### config.mk
export PLATFORM = sky130hd
export DESIGN_NAME = uart_rx_buf
export DESIGN_NICKNAME = d
export VERILOG_FILES = /design/src/rtl/uart_rx_buf.sv
export SDC_FILE = /design/constraint.sdc
export NUM_CORES = 1
export LEC_CHECK = 0
export ABC_AREA = 0
export CORE_ASPECT_RATIO = 0.9
export CORE_MARGIN = 8
export CORE_UTILIZATION = 42
export DETAILED_ROUTE_END_ITERATION = 10
export MAX_ROUTING_LAYER = met4
export PLACE_DENSITY = 0.63
export REMOVE_ABC_BUFFERS = 1
export SYNTH_ARGS = -nofsm -noshare
export SYNTH_HDL_FRONTEND = slang
export SYNTH_SLANG_ARGS = --single-unit
### constraint.sdc
create_clock -name CLK -period 3.55 [get_ports CLK]
set_input_delay 1.065 -clock CLK [delete_from_list [all_inputs] [get_ports CLK]]
set_output_delay 1.065 -clock CLK [all_outputs]
set_load 0.03 [all_outputs]
### src/rtl/uart_rx_buf.sv
// uart_rx_buf: 8N1 UART receiver (16x oversampling, 3-sample majority vote) feeding a show-ahead FIFO; ports CLK/RESET, RX in, rd_data/rd_valid/rd_en/count FIFO read side, sticky frame_err/overrun/parity_err cleared by clear_err; define UART_RX_PARITY_EN for an even-parity bit after the data bits.
module uart_rx_buf #(
  parameter int CLK_HZ = 25000000,
  parameter int BAUD = 115200,
  parameter int FIFO_DEPTH = 16
) (
  input  logic                                CLK,
  input  logic                                RESET,
  input  logic                                RX,
  output logic [7:0]                          rd_data,
  output logic                                rd_valid,
  input  logic                                rd_en,
  output logic [$clog2(FIFO_DEPTH+1)-1:0]     count,
  output logic                                frame_err,
  output logic                                overrun,
  output logic                                parity_err,
  input  logic                                clear_err
);
  localparam int DIV = (CLK_HZ + BAUD * 8) / (BAUD * 16);
  localparam int TW = $clog2(DIV);
  localparam int AW = $clog2(FIFO_DEPTH);
  localparam int CW = $clog2(FIFO_DEPTH + 1);
  typedef enum logic [2:0] {IDLE, START, DATA, PARITY, STOP, WAIT_HIGH} state_t;
`ifdef UART_RX_PARITY_EN
  localparam state_t AFTER_DATA = PARITY;
`else
  localparam state_t AFTER_DATA = STOP;
`endif
  state_t state, state_n;
  logic rx_m, rx_s;
  logic [TW-1:0] tcnt;
  logic [3:0] sidx;
  logic [2:0] bcnt, smp;
  logic [7:0] shreg;
  logic tick, ev, ev9, vote, par_bad, push, push_set, frame_set, par_set, idle_hold;
  logic [7:0] mem [FIFO_DEPTH];
  logic [AW-1:0] wp, rp;
  logic pop, full, wr;
  assign tick = tcnt == TW'(DIV - 1);
  assign ev = tick && sidx == 4'd15;
  assign ev9 = tick && sidx == 4'd9;
  assign idle_hold = state == IDLE || state == WAIT_HIGH;
  assign vote = sidx == 4'd9 ? (smp[2] & smp[1]) | (smp[2] & rx_s) | (smp[1] & rx_s)
                             : (smp[2] & smp[1]) | (smp[2] & smp[0]) | (smp[1] & smp[0]);
  always_ff @(posedge CLK) begin
    rx_m <= RESET ? 1'b1 : RX;
    rx_s <= RESET ? 1'b1 : rx_m;
  end
  always_ff @(posedge CLK)
    state <= RESET ? IDLE : state_n;
  always_comb begin
    state_n = state;
    case (state)
      IDLE:      if (!rx_s) state_n = START;
      START:     if (ev) state_n = vote ? IDLE : DATA;
      DATA:      if (ev && bcnt == 3'd7) state_n = AFTER_DATA;
      PARITY:    if (ev) state_n = STOP;
      STOP:      if (ev9) state_n = vote ? IDLE : WAIT_HIGH;
      WAIT_HIGH: if (rx_s) state_n = IDLE;
      default:   state_n = IDLE;
    endcase
  end
  always_comb begin
    push_set = state == STOP && ev9 && vote && !par_bad;
    frame_set = state == STOP && ev9 && !vote;
`ifdef UART_RX_PARITY_EN
    par_set = state == PARITY && ev && (vote != ^shreg);
`else
    par_set = 1'b0;
`endif
  end
  always_ff @(posedge CLK) begin
    if (RESET || idle_hold) begin
      tcnt <= '0;
      sidx <= '0;
    end else begin
      tcnt <= tick ? '0 : tcnt + TW'(1);
      sidx <= tick ? sidx + 4'd1 : sidx;
    end
    if (tick && sidx >= 4'd7 && sidx <= 4'd9) smp <= {rx_s, smp[2:1]};
    if (state == DATA && ev) shreg <= {vote, shreg[7:1]};
    bcnt <= state == IDLE ? 3'd0 : (state == DATA && ev) ? bcnt + 3'd1 : bcnt;
    par_bad <= (RESET || state == IDLE) ? 1'b0 : par_bad | par_set;
    push <= !RESET && push_set;
  end
  assign full = count == CW'(FIFO_DEPTH);
  assign pop = rd_en && rd_valid;
  assign wr = push && (!full || pop);
  assign rd_valid = count != '0;
  assign rd_data = rd_valid ? mem[rp] : 8'h00;
  always_ff @(posedge CLK)
    if (wr) mem[wp] <= shreg;
  always_ff @(posedge CLK) begin
    if (RESET) begin
      wp <= '0;
      rp <= '0;
      count <= '0;
      frame_err <= 1'b0;
      overrun <= 1'b0;
      parity_err <= 1'b0;
    end else begin
      wp <= wr ? wp + AW'(1) : wp;
      rp <= pop ? rp + AW'(1) : rp;
      count <= count + CW'(wr) - CW'(pop);
      frame_err <= frame_set ? 1'b1 : clear_err ? 1'b0 : frame_err;
      overrun <= (push && full && !pop) ? 1'b1 : clear_err ? 1'b0 : overrun;
      parity_err <= par_set ? 1'b1 : clear_err ? 1'b0 : parity_err;
    end
  end
endmodule

==> impl_metrics.prom <==
# TYPE chip_impl_metric gauge
chip_impl_metric{name="max-slew-margin-rel",unit="%"} 61.9
chip_impl_info{name="worst_setup_path_start_kind",value="flop"} 1
chip_impl_info{name="run_status",value="completed"} 1
chip_impl_metric{name="track_usage",unit="%"} 13.6
chip_impl_metric{name="leakage",unit="nW"} 2.70
chip_impl_metric{name="cts-buffers-inserted",unit=""} 17
chip_impl_metric{name="clock_tree.htree_level_count",unit=""} 4
chip_impl_metric{name="placed_cells_incl_taps",unit=""} 648
chip_impl_metric{name="drc",unit=""} 0
chip_impl_metric{name="yosys_warnings",unit=""} 0
chip_impl_metric{name="avgViaCountPerCell",unit=""} 5.16
chip_impl_metric{name="grt_pass1_vias",unit=""} 3758
chip_impl_info{name="synth-main-ff-cell",value="edfxtp_1"} 1
chip_impl_metric{name="grt_max_degree",unit=""} 33
chip_impl_metric{name="power_density",unit="nW/um^2"} 636
chip_impl_info{name="timing.hold.worst.class",value="reg2reg"} 1
chip_impl_info{name="final_cell_mix",value="edfxtp_1, nor2_1, mux4_2"} 1
chip_impl_metric{name="layout.cells.non_filler",unit=""} 681
chip_impl_metric{name="die_area",unit="um^2"} 21100
chip_impl_metric{name="max_freq",unit="GHz"} 0.290
chip_impl_metric{name="final_estimated_routing_congestion_in_global_placement",unit=""} 0.775
chip_impl_metric{name="ys_seq_elements",unit=""} 175
chip_impl_metric{name="vias",unit=""} 3516
chip_impl_metric{name="crit_fanout",unit=""} 6
chip_impl_metric{name="fill_count",unit=""} 1349
chip_impl_metric{name="top_level_ports",unit=""} 22
chip_impl_metric{name="wl",unit="um"} 13300
chip_impl_metric{name="timing.final.crit_share",unit="%"} 97.2
chip_impl_metric{name="postSynthAreaPerCell",unit="um^2"} 17.2
chip_impl_info{name="clockRootBuffer",value="clkbuf_16"} 1
chip_impl_metric{name="fp.dieW",unit="um"} 152
chip_impl_metric{name="layout-area-overhead-vs-synth",unit="%"} 16.3
chip_impl_metric{name="clock_insertion_delay_worst_skew",unit="ns"} 0.43
chip_impl_metric{name="clock_tree.buffer_depth",unit=""} 2
chip_impl_metric{name="finalCoreUtilization",unit="%"} 49.1
chip_impl_metric{name="core-area",unit="um^2"} 16600
chip_impl_info{name="critical_path_start_end_classification",value="reg2out"} 1
chip_impl_metric{name="detail_route.wl_per_cell",unit="um"} 19.5
chip_impl_metric{name="cts.reportedPaths.clkPinSlew",unit="ns"} 0.06
chip_impl_metric{name="nets",unit=""} 481
chip_impl_info{name="timing.critical_path.to_type",value="output port"} 1
chip_impl_metric{name="grt_antenna_before_repair",unit=""} 0
chip_impl_metric{name="min_period",unit="ns"} 3.45
chip_impl_metric{name="async_reset_ff_share",unit="%"} 0
chip_impl_metric{name="placement.io_buffers",unit=""} 20
chip_impl_metric{name="die_h",unit="um"} 139
chip_impl_metric{name="drv_cap",unit=""} 0
chip_impl_metric{name="clock_sink_count",unit=""} 175
chip_impl_metric{name="ir_worst_vdd",unit="uV"} 521
chip_impl_metric{name="required",unit="ns"} 2.48
chip_impl_metric{name="timing.critical_path.arrival",unit="ns"} 2.39
chip_impl_metric{name="grt_overflow",unit=""} 0
chip_impl_metric{name="synth-seq-area-share",unit="%"} 69.8
chip_impl_metric{name="netlist_area",unit="um^2"} 7020
chip_impl_metric{name="grt_first_pass_wirelength",unit="um"} 20900
chip_impl_metric{name="floorplan.initialDensity",unit="%"} 42.2
chip_impl_metric{name="dp_hpwl",unit="um"} 8490
chip_impl_info{name="tritoncts",value="built"} 1
chip_impl_metric{name="synth_enable_flop_cells",unit=""} 139
chip_impl_metric{name="placement_rows",unit=""} 45
chip_impl_metric{name="max_slew.worst_pin.slew",unit="ns"} 0.571
chip_impl_metric{name="synthesis.instances",unit=""} 407
chip_impl_metric{name="setup_violations",unit=""} 0
chip_impl_info{name="rsz_0062_raised_after_global_routing",value="no"} 1
chip_impl_metric{name="drt-pass1-iter-count",unit=""} 4
chip_impl_metric{name="design_power",unit="W"} 0.00520
chip_impl_metric{name="drtAntennaViolNets",unit=""} 0
chip_impl_metric{name="number_of_drc_markers_after_the_initial_detailed_route_iteration",unit=""} 253
chip_impl_metric{name="num_antenna_cells",unit=""} 0
chip_impl_metric{name="ys_types",unit=""} 43
chip_impl_metric{name="cts.repair_timing.setup_buffer_count",unit=""} 0
chip_impl_metric{name="hold_viol",unit=""} 0
chip_impl_info{name="layout_commonest_cell",value="edfxtp_1"} 1
chip_impl_metric{name="worst_clk_skew",unit="ns"} 0.00624
chip_impl_metric{name="drive_above_1_share",unit="%"} 25.3
chip_impl_metric{name="drv_slew",unit=""} 0
## synth_stat cells (4+ instances only)
master    instances  area [um^2]
a21oi_1          10         50.1
and2_1            8         50.1
buf_1             4         15.0
buf_4             5         37.5
clkbuf_1          5         18.8
dfxtp_1          36          721
edfxtp_1        139         4170
ha_1             18          225
inv_1            19         71.3
mux4_2           40          901
nand2_1           8         30.0
nand2b_1          4         25.0
nand4_1           6         37.5
nor2_1           40          150
nor3_1            7         35.0
o21ai_0           6         30.0
xnor2_1           7         61.3
xor2_1            7         61.3
## final cells by class
class,count,area [um^2],share of cell area [%]
clock buffer,17,425,5.21
clock inverter,15,116,1.43
inverter,19,71.3,0.874
multi-input combinational,197,1980,24.2
sequential,175,4900,60.0
tap,211,264,3.23
timing repair buffer,47,412,5.04
## metal layers
metal | GRT usage (%) | vias to the layer above | wire length [um]
met5 | - | - | 0
met4 | 4.62 | 0 | 176
met3 | 3.77 | 16 | 706
met2 | 21.1 | 75 | 6340
met1 | 16.9 | 1769 | 6040
li1 | - | 1656 | -
## report_power, final
part / switching, W / total (W) / internal, W
Clock: 0.000796 / 0.00169 / 0.000897
Sequential: 0.0000622 / 0.00229 / 0.00223
Combinational: 0.000615 / 0.00121 / 0.000595
## flip-flops by register name, summed over array words and instances (netlist names), 3 cells and up, named ones only
signal	cells
bcnt	3
count	5
mem	128
rp	4
shreg	8
sidx	4
smp	3
state	3
tcnt	4
wp	4
## worst max-delay path: stages (launching register included)
cell and delay, ns:
dfxtp_4 0.41, buf_6 0.16, mux4_2 0.55, mux4_2 0.48, and2_1 0.18, buf_2 0.17
## stage by stage
stage	hold WS, ns	setup TNS, ns	cell area [um^2]	setup WS, ns
after global routing	0.453	0	8160	0.0146
final	0.424	0	8160	0.0981
after CTS	0.433	0	8170	0.00219
after detailed placement	0.413	0	7620	0.0188
after global placement	0.398	0	7620	0.0780
after floorplan	0.389	-2.54	6940	-0.318
## cell families after synthesis
kind of cell / after synthesis / synth area share, %
AO/OA/AOI/OAI: 26 / 2.34
XOR/XNOR: 14 / 1.75
adder cells (fa/ha/maj): 20 / 3.66
buffers and inverters: 35 / 2.18
flip-flops: 175 / 69.8
multiplexers: 44 / 13.5
other: 1 / 0.0534
AND/OR/NAND/NOR: 92 / 6.78
## repair_timing
item,4_1_cts,5_1_grt
gates resized for setup,40,5
endpoints found under the setup margin,8,8
cloned,1,0
hold buffers,0,0
## final timing paths
path,start,end,slack [ns],cells past startpoint
worst min-delay path,rx_m$_SDFF_PP1_,rx_s$_SDFF_PP1_,0.42,1
worst max register to register,count[3]$_SDFF_PP0_,count[4]$_SDFF_PP0_,0.75,13
worst max-delay path,flop,rd_data[2],0.1,5
worst min register to register,rx_m$_SDFF_PP1_,rx_s$_SDFF_PP1_,0.42,1
No activity file was read; power rests on OpenSTA's default activity.
